<file path="src/rtl/lane_stripe_ctrl.sv">
// Stripes a byte stream onto four 8-bit lanes and presents complete groups downstream.
// Optional group/pad statistics counters are enabled by defining LANE_STRIPE_STATS_EN.
module lane_stripe_ctrl #(
  parameter logic [7:0] PAD_BYTE = 8'hF7
) (
  input  logic        clk,
  input  logic        reset,
  input  logic [7:0]  data_in,
  input  logic        valid_in,
  output logic        ready_out,
  input  logic        flush,
  output logic [7:0]  out0,
  output logic [7:0]  out1,
  output logic [7:0]  out2,
  output logic [7:0]  out3,
  output logic        valid_out,
  input  logic        ready_in,
  output logic [3:0]  pad_mask
`ifdef LANE_STRIPE_STATS_EN
  ,
  output logic [15:0] grp_cnt,
  output logic [15:0] pad_cnt
`endif
);

  logic [1:0] ptr_r;
  logic       flush_pend_r;
  logic [7:0] stage_r [3];
  logic [7:0] lane_r [4];
  logic       valid_r;
  logic [3:0] pad_mask_r;

  logic       slot_free_s;
  logic       ready_s;
  logic       accept_s;
  logic       complete_s;
  logic       drain_s;
  logic [1:0] ptr_acc_s;
  logic       pend_s;
  logic       flush_exec_s;
  logic       load_s;
  logic [7:0] view_s [4];
  logic [7:0] lane_nx_s [4];
  logic [3:0] mask_nx_s;
  logic [2:0] pad_num_s;

  // Handshake, pointer advance and flush decision for this cycle
  always_comb begin
    slot_free_s = !valid_r || ready_in;
    ready_s     = !flush_pend_r && ((ptr_r != 2'd3) || slot_free_s);
    accept_s    = valid_in && ready_s;
    complete_s  = accept_s && (ptr_r == 2'd3);
    drain_s     = valid_r && ready_in;
    if (accept_s) begin
      ptr_acc_s = ptr_r + 2'd1;
    end else begin
      ptr_acc_s = ptr_r;
    end
    // A completing accept wraps ptr_acc_s to 0, which consumes a same-cycle flush
    pend_s       = flush_pend_r || (flush && (ptr_acc_s != 2'd0));
    flush_exec_s = pend_s && slot_free_s && !complete_s;
    load_s       = complete_s || flush_exec_s;
    pad_num_s    = 3'd4 - {1'b0, ptr_acc_s};
  end

  // Staging view including a byte accepted this cycle, and the next presented group
  always_comb begin
    for (int i = 0; i < 3; i++) begin
      if (accept_s && (int'(ptr_r) == i)) begin
        view_s[i] = data_in;
      end else begin
        view_s[i] = stage_r[i];
      end
    end
    view_s[3] = data_in;
    for (int i = 0; i < 4; i++) begin
      if (complete_s || (i < int'(ptr_acc_s))) begin
        lane_nx_s[i] = view_s[i];
        mask_nx_s[i] = 1'b0;
      end else begin
        lane_nx_s[i] = PAD_BYTE;
        mask_nx_s[i] = 1'b1;
      end
    end
  end

  // Pointer, staging lanes and pending-flush state
  always_ff @(posedge clk or negedge reset) begin
    if (!reset) begin
      ptr_r        <= 2'd0;
      flush_pend_r <= 1'b0;
      for (int i = 0; i < 3; i++) stage_r[i] <= 8'd0;
    end else begin
      ptr_r        <= flush_exec_s ? 2'd0 : ptr_acc_s;
      flush_pend_r <= pend_s && !flush_exec_s;
      for (int i = 0; i < 3; i++) stage_r[i] <= view_s[i];
    end
  end

  // Presented group: load on completion or flush, retire on drain
  always_ff @(posedge clk or negedge reset) begin
    if (!reset) begin
      valid_r    <= 1'b0;
      pad_mask_r <= 4'd0;
      for (int i = 0; i < 4; i++) lane_r[i] <= 8'd0;
    end else if (load_s) begin
      valid_r    <= 1'b1;
      pad_mask_r <= mask_nx_s;
      for (int i = 0; i < 4; i++) lane_r[i] <= lane_nx_s[i];
    end else if (drain_s) begin
      valid_r    <= 1'b0;
    end else begin
      valid_r    <= valid_r;
    end
  end

`ifdef LANE_STRIPE_STATS_EN
  logic [15:0] grp_cnt_r;
  logic [15:0] pad_cnt_r;

  // Emitted-group and inserted-PAD counters, both wrapping
  always_ff @(posedge clk or negedge reset) begin
    if (!reset) begin
      grp_cnt_r <= 16'd0;
      pad_cnt_r <= 16'd0;
    end else if (complete_s) begin
      grp_cnt_r <= grp_cnt_r + 16'd1;
    end else if (flush_exec_s) begin
      grp_cnt_r <= grp_cnt_r + 16'd1;
      pad_cnt_r <= pad_cnt_r + {13'd0, pad_num_s};
    end else begin
      grp_cnt_r <= grp_cnt_r;
    end
  end

  assign grp_cnt = grp_cnt_r;
  assign pad_cnt = pad_cnt_r;
`endif

  assign ready_out = ready_s;
  assign out0      = lane_r[0];
  assign out1      = lane_r[1];
  assign out2      = lane_r[2];
  assign out3      = lane_r[3];
  assign valid_out = valid_r;
  assign pad_mask  = pad_mask_r;

endmodule

</file>
<file path="config.mk">
export PLATFORM = sky130hd
export DESIGN_NAME = lane_stripe_ctrl
export DESIGN_NICKNAME = d
export VERILOG_FILES = /design/src/rtl/lane_stripe_ctrl.sv
export SDC_FILE = /design/constraint.sdc
export NUM_CORES = 1
export LEC_CHECK = 0
export ABC_AREA = 1
export CAP_MARGIN = 10
export CORE_MARGIN = 2
export CORE_UTILIZATION = 50
export DETAILED_ROUTE_END_ITERATION = 7
export GPL_TIMING_DRIVEN = 0
export HOLD_SLACK_MARGIN = 0.1
export PLACE_DENSITY = 0.86
export SLEW_MARGIN = 20
export SYNTH_ARGS = -nofsm -noshare
export SYNTH_HDL_FRONTEND = slang
export SYNTH_SLANG_ARGS = --single-unit
</file>
<file path="constraint.sdc">
create_clock -name clk -period 3.5 [get_ports clk]
set_input_delay 0.35 -clock clk [delete_from_list [all_inputs] [get_ports clk]]
set_output_delay 0.35 -clock clk [all_outputs]
set_load 0.05 [all_outputs]
</file>
# [Word-level counts from Yosys, hierarchy flattened]
# Cells that the tools add are included.
[classes] addsub=1 mux=15 n_eq_ne=4 n_reduce_logical=25 magnitude_cmp=3
[op_table] op="8-bit two-way mux" count=7
[op_table] op="1-bit logical AND" count=11
[op_table] op="1-bit logical OR" count=7
[op_table] op="2-bit equality test (second input constant)" count=3
[op_table] op="1-bit two-way mux" count=6
[op_table] op="1-bit logical NOT" count=4
[op_table] op="1-bit by 2-bit < comparator with 1-bit output (first input constant)" count=2
[op_table] op="2-bit two-way mux" count=2
[op_table] op="2-bit nonzero test" count=2
[op_table] op="2-bit by 1-bit adder with 2-bit output (second input constant)" count=1
[op_table] op="2-bit logical NOT" count=1
[op_table] op="2-bit < comparator (first input constant)" count=1
[op_table] op="2-bit inequality test (second input constant)" count=1
[totals] output_inout_bits=38 register_bits=64

# [Depth between registers and ports, before layout]
# Gate-level depths: netlist of the first run.
[logic_depth] ltp_word=13 ltp_mapped=13 mapped_depth_nobuf=12

# [Worst setup path after synthesis of the first run]
# OpenSTA, ideal clock, no wires.
[synth_path] path_type="register to register" from="register valid_r, in the netlist valid_out" to="register lane_r, in the netlist out1[7]" n_path_buf=0 stages_incl_launch_ff=10 arrival_ns=1.960 slack_ns=1.422 path_cell_list="dfrtp_1 -> nand3_2 -> nand2_1 -> inv_1 -> nand3_1 -> inv_2 -> nor2_1 -> or2_2 -> nand2_1 -> nand2_1"
[synth_between] elab_chain_cells=12 word_cells_on_any_way=19
[synth_rtl] item="from (decl)" line_no="30" text="logic valid_r;"
[synth_rtl] item="from (signal assigned)" line_no="113" text="valid_r <= valid_r;"
[synth_rtl] item="1-bit logical NOT (*)" line_no="49" text="slot_free_s = !valid_r || ready_in;"
[synth_rtl] item="1-bit logical OR (*)" line_no="49"
[synth_rtl] item="1-bit logical OR (*)" line_no="50" text="ready_s = !flush_pend_r && ((ptr_r != 2'd3) || slot_free_s);"
[synth_rtl] item="1-bit logical AND (*)" line_no="50"
[synth_rtl] item="via ready_out" line_no="10" text="output logic ready_out,"
[synth_rtl] item="1-bit logical AND (*)" line_no="51" text="accept_s = valid_in && ready_s;"
[synth_rtl] item="2-bit two-way mux" line_no="54" text="if (accept_s) begin"
[synth_rtl] item="2-bit nonzero test" line_no="60" text="pend_s = flush_pend_r || (flush && (ptr_acc_s != 2'd0));"
[synth_rtl] item="1-bit logical AND" line_no="60"
[synth_rtl] item="1-bit logical OR" line_no="60"
[synth_rtl] item="1-bit logical AND (2 in series)" line_no="61" text="flush_exec_s = pend_s && slot_free_s && !complete_s;"
[synth_rtl] item="1-bit logical OR" line_no="62" text="load_s = complete_s || flush_exec_s;"
[synth_rtl] item="to (decl)" line_no="29" text="logic [7:0] lane_r [4];"
# The timed path passes the listed nets; every way through them passes the cells marked *.
# A chain may end at the register's enable or synchronous reset.

# [Worst setup path in the final report of the first run]
[layout_path] from="register ptr_r[0]" to="output port ready_out"
[layout_between] elab_chain_cells=3
[layout_rtl] item="from (decl)" line_no="26" text="logic [1:0] ptr_r;"
[layout_rtl] item="from (signal assigned)" line_no="94" text="ptr_r <= flush_exec_s ? 2'd0 : ptr_acc_s;"
[layout_rtl] item="2-bit inequality test" line_no="50"
[layout_rtl] item="1-bit logical OR" line_no="50"
[layout_rtl] item="1-bit logical AND" line_no="50"
[layout_rtl] item="to (decl)" line_no="10"
# No other way between the ends.

==> results.ini, run 1 <==
[timing]
max_slew.worst_pin.slew_ns = 0.504
timing_hold_violations_final = 0
relSlewSlack_pct = 66.3
setup_tns_ns = 0
report.final.slew_viol_count = 0
timing.fmax_ghz = 0.420
setup_ws_ns = 1.12
period_share_pct = 68.1
finalSetupViolCount = 0
min_period_ns = 2.38
fin_skew_ns = 0.00498
rsz0062_at_grt = no

[cts]
cts_resized = 0
clk_latency_ns = 0.34
cts-root-buf = clkbuf_8
numCtsBuffers = 9
cts_tree = yes
clockBufferDepth = 2
htree_levels = 3
path_clk_slew_ns = 0.07
cts.sinks = 64

[grt]
grt_first_pass_wirelength_mm = 11.5
overflow = 0
grt_max_degree = 34
antenna_found_initial = 0
track_usage_pct = 22.9
grt_pass1_vias = 2499

[power_and_ir_drop]
p_leak_nw = 1.95
internal_power_mw = 2.48
p_sw_mw = 2.17
pwr-share-comb_pct = 55.5
total_power_mw = 4.65
ir_worst_vdd_mv = 0.618
switching_share_pct = 46.7
power_frac_seq_pct = 28.2
pwr_density_cell_mw_per_mm2 = 1180
p_clk_share_pct = 16.3

[yosys]
syn-instance-count = 338
synth_area_sq_mm = 0.00310
synth-seq-area-share_pct = 51.7
ys_seq_elements = 64
ys_types = 24
syn_nets = 355
syn_avg_cell_area_sq_um = 9.17
yosys_warnings = 0

[placement]
pre_cts_ws_ns = 1.25
place_area_sq_mm = 0.00371
gp_congestion = 0.849
io_buffers = 50
dpl.hpwl_mm = 4.96

[critical_path]
r2r-end = out0[4]
worstReg2RegStart = ptr_r[0]
rr_worst_depth = 10
worst_ep_required_time_ns = 3.15
start_kind = register
crit_type = reg -> out
r2r_slack_ns = 1.52
cp.arrival_ns = 2.03
crit_path_end_kind = primary output
cp_max_fo = 4

[detailed_routing]
via_per_inst = 5.09
drc = 0
firstDrtPassIters = 4
post_drt_wl_per_cell_um = 14.5
drtAntennaViolNets = 0
drt_iter0_drc = 111
vias = 2447
wl_mm = 6.96

[die]
die_h_um = 82.7
die_x_um = 82.7
floorplan.initialDensity_pct = 52.0
io_pins = 51
core_sq_mm = 0.00596
placementRows = 28
dieArea_sq_mm = 0.00684

[run]
maxCapViolCount = 0

[finish]
antenna_cells = 0
final_nets = 418
area_delta_synth_final_pct = 27.7
drive_gt1_share_pct = 19.7
finalInstanceArea_sq_mm = 0.00396

[hold_path]
hold_class = in -> async

[outcome]
outcome = complete, no violations

[what timing repair did]
item                       4_1_cts  5_1_grt
hold endpoints to repair        32        0
buffers inserted                 0        0
setup endpoints to repair        0        0
hold buffers                     1        0
[stage by stage]
step | hold WS [ns] | utilization [%] | cells
4_1_cts | 0.491 | 66.4 | 481
6_report | 0.488 | 66.4 | 481
3_3_place_gp | 0.465 | 62.0 | 463
3_5_place_dp | 0.321 | 62.3 | 464
5_1_grt | 0.512 | 66.4 | 481
2_1_floorplan | 0.0544 | - | 338
[cells in the final DEF (no fill, tap or decap)]
cell,synthesis,final
nand2_1,120,120
dfrtp_1,64,64
clkdlybuf4s50_1,0,49
inv_1,40,40
nand3_2,29,29
o21ai_0,16,16
nand3_1,10,10
clkbuf_8,0,9
o21a_1,8,8
nand2_2,6,6
buf_4,5,6
or2_2,6,6
nand4_1,5,5
buf_2,5,5
buf_12,4,5
nor2_1,4,4
ha_1,4,4
bufinv_16,0,3
inv_2,2,2
nand2_4,2,2
a21oi_1,2,2
clkinv_2,0,2
nand3_4,1,1
nor2_4,1,1
buf_6,1,1
a22oi_1,1,1
or2_1,1,1
a21oi_2,1,1
clkinvlp_4,0,1
clkbuf_1,0,1
dlygate4sd3_1,0,1
[worst max-delay path, stage by stage, from the launching register on]
cell	delay (ns)
dfrtp_1	0.41
ha_1	0.24
nand3_2	0.13
nand2_1	0.06
inv_1	0.07
clkdlybuf4s50_1	0.79
[synth_stat cells]
library cell	number	area share [%]
a21oi_1	2	0.32
a21oi_2	1	0.28
a22oi_1	1	0.24
buf_12	4	2.6
buf_2	5	0.81
buf_4	5	1.2
buf_6	1	0.36
dfrtp_1	64	52
ha_1	4	1.6
inv_1	40	4.8
inv_2	2	0.24
nand2_1	120	15
nand2_2	6	1.2
nand2_4	2	0.73
nand3_1	10	1.6
nand3_2	29	9.4
nand3_4	1	0.57
nand4_1	5	1.0
nor2_1	4	0.48
nor2_4	1	0.36
o21a_1	8	1.9
o21ai_0	16	2.6
or2_1	1	0.20
or2_2	6	1.2
[area by class of cell]
type | count | area [sq um]
Multi-Input combinational cell | 217 | 1190
Inverter | 42 | 158
Clock inverter | 6 | 108
Clock buffer | 10 | 128
Tap cell | 75 | 93.8
Buffer | 15 | 154
Timing Repair Buffer | 52 | 528
Sequential cell | 64 | 1600
Fill cell | 472 | 2000
[metal layers]
layer	global-route usage [%]	part of all wire, %
met3	3.48	3.8
met5	0	0
met2	36.8	49
met4	12.5	2.6
met1	30.0	45
[how the worst max path moves through the flow]
stage	startpoint	to	slack, ns	cells after the start
floorplan	valid_out	out1[7]	1.42	9
global placement	reset	out1[2]	0.05	1
detailed placement	ready_in	ready_out	1.25	6
CTS	ptr_r[0]	ready_out	1.10	5
global route	ptr_r[0]	ready_out	1.01	5
finish	ptr_r[0]	ready_out	1.12	5
[power groups by stage]
stage / sequential (mW) / combinational [mW] / clock [mW]
2_1_floorplan: 2.01 / 1.13 / 0
3_5_place_dp: 1.32 / 2.58 / 0
3_3_place_gp: 1.31 / 2.51 / 0
4_1_cts: 1.31 / 2.60 / 0.771
5_1_grt: 1.35 / 2.79 / 0.794
6_report: 1.31 / 2.58 / 0.758
[flip-flops by register name (all words and copies together), names as in the netlist]
signal and cells:
out3 8, pad_mask 4, out1 8, out0 8, flush_pend_r 1, valid_out 1, stage_r 24, out2 8
ptr_r 2
[cells by family (layout without fill, tap and decap cells)]
family          Yosys count  in the layout  synth area share, %
fa+ha+maj                 4              4                 1.61
flops                    64             64                 51.7
buf+inv                  57            125                 10.1
compound gates           28             28                 5.37
simple gates            185            185                 31.3
(Power assumes the default switching activity.)
==> inputs of run 2 (changes only) <==
--- a/config.mk
+++ b/config.mk
@@ -8,7 +8,7 @@
 export ABC_AREA = 1
 export CAP_MARGIN = 10
 export CORE_MARGIN = 2
-export CORE_UTILIZATION = 50
+export CORE_UTILIZATION = 48
 export DETAILED_ROUTE_END_ITERATION = 7
 export GPL_TIMING_DRIVEN = 0
 export HOLD_SLACK_MARGIN = 0.1
==> constraint.sdc (replaced) <==
create_clock -name clk -period 2 [get_ports clk]
set_input_delay 0.2 -clock clk [delete_from_list [all_inputs] [get_ports clk]]
set_output_delay 0.2 -clock clk [all_outputs]
set_load 0.05 [all_outputs]
==> results.ini, run 2 (synthesis results as in run 1) <==
[timing]
timing.fmax_ghz = 0.528
finalSetupViolCount = 0
timing_hold_violations_final = 0
min_period_ns = 1.89
whs_ns = 0.306
report.final.slew_viol_count = 0
period_share_pct = 94.7
max_slew.worst_pin.slew_ns = 0.511
relSlewSlack_pct = 65.8
fin_skew_ns = 0.0102
rsz0062_at_grt = yes
setup_ws_ns = 0.106

[placement]
gp_congestion = 0.807
io_buffers = 50
placedCellCount = 466
pre_cts_ws_ns = -0.0547
dpl.hpwl_mm = 4.87

[die]
io_pins = 51
placementRows = 29
die_x_um = 84.4
core_sq_mm = 0.00631
dieArea_sq_mm = 0.00712
die_h_um = 84.4
floorplan.initialDensity_pct = 49.1

[finish]
final_nets = 419
largest_reg_flops = 24
max_flop_register = stage_r
drive_gt1_share_pct = 21.9
final_common_cell = nand2_1
stdcell_count = 483
antenna_cells = 0
final_cell_mix = nand2_1, dfrtp_1, clkdlybuf4s50_1
area_delta_synth_final_pct = 27.8

[critical_path]
slowest_delay_ns = 0.41
rr_worst_depth = 13
r2r-end = out3[2]
cpLargestDelayFamily = simple AND/OR/NAND/NOR gates
cp.arrival_ns = 2.13
crit_buf_inv = 3
worst-path-stages = 13
cp_cell_sequence = inv_2 > ha_1 > inv_1 > nand4_1 > nand2_2 > nand2_2 > nand2_2 > nand2_4 > nand2_4 > nand2_2 > buf_4 > nand2_1 > nand2_1
r2r_slack_ns = 0.11
worst_ep_required_time_ns = 2.24
cpMostUsedCell = nand2_2
crit_path_end_kind = register
cp_slowest_cell = dfrtp_1
start_kind = register
crit_type = reg -> reg
cp_max_fo = 10
worstReg2RegStart = ptr_r[0]

[grt]
track_usage_pct = 20.5
grt_first_pass_wirelength_mm = 11.4
antenna_found_initial = 0
grt_pass1_vias = 2451
overflow = 0
grt_max_degree = 39

[cts]
cts-root-buf = clkbuf_8
cts_tree = yes
clockBufferDepth = 2
cts.sinks = 64
path_clk_slew_ns = 0.07
clk_latency_ns = 0.35
htree_levels = 3
numCtsBuffers = 9

[detailed_routing]
post_drt_wl_per_cell_um = 14.2
wl_mm = 6.87
drt_iter0_drc = 187
via_per_inst = 5.09
drtAntennaViolNets = 0
drc = 0
firstDrtPassIters = 4
vias = 2460

[outcome]
outcome = complete, no violations

[hold_path]
hold_class = in -> async

[run]
maxCapViolCount = 0

## run 2: cell type report
type	count	area [sq um]
repair buffers	53	537
fillers	538	2350
multi-input cells	217	1210
clock buffers	13	179
well taps	77	96.3
inverters	42	164
flip-flops and latches	64	1600
clock inverters	2	12.5
plain buffers	15	164
## run 2: stage by stage
stage | instance area (sq um) | TNS [ns] | util (%)
floorplan | 3100 | 0 | -
global placement | 3700 | -80.57 | 58.6
detailed placement | 3720 | -0.337 | 58.9
CTS | 3920 | 0 | 62.1
global route | 3960 | -0.343 | 62.7
finish | 3960 | 0 | 62.7
## run 2: layer usage
metal	up-vias	global-route usage [%]	wire length [um]
met5	-	0	0
met4	0	7.22	121
met3	14	5.41	407
met2	79	32.8	3360
met1	1188	27.1	2980
li1	1179	-	-
## run 2: timing repair
action,4_1_cts,5_1_grt
hold endpoints to repair,26,0
setup buffers,0,1
resized for setup,4,14
hold buffers,1,0
endpoints found under the setup margin,5,34
## run 2: worst max-delay path by stage
stage / start / endpoint / slack (ns)
6_report: ptr_r[0] / out3[2] / 0.11
5_1_grt: ptr_r[1] / out3[2] / -0.04
4_1_cts: ptr_r[0] / out1[0] / 0.02
3_5_place_dp: ready_in / out1[0] / -0.05
3_3_place_gp: reset / valid_out / -1.48
2_1_floorplan: ptr_r[0] / out1[7] / 0.10
Power of run 2 is not shown: default switching activity piles up to over one toggle a cycle in this logic, so the estimate is an artifact.
==> inputs of run 3 (changes only) <==
--- a/config.mk
+++ b/config.mk
@@ -6,6 +6,7 @@
 export NUM_CORES = 1
 export LEC_CHECK = 0
 export ABC_AREA = 1
+export ABC_CLOCK_PERIOD_IN_PS = 2000
 export CAP_MARGIN = 10
 export CORE_MARGIN = 2
 export CORE_UTILIZATION = 48
==> results of run 3 <==
Final layout, timing and power as in run 2 (identical DEF).
Power of run 3 is left out for the same reason.
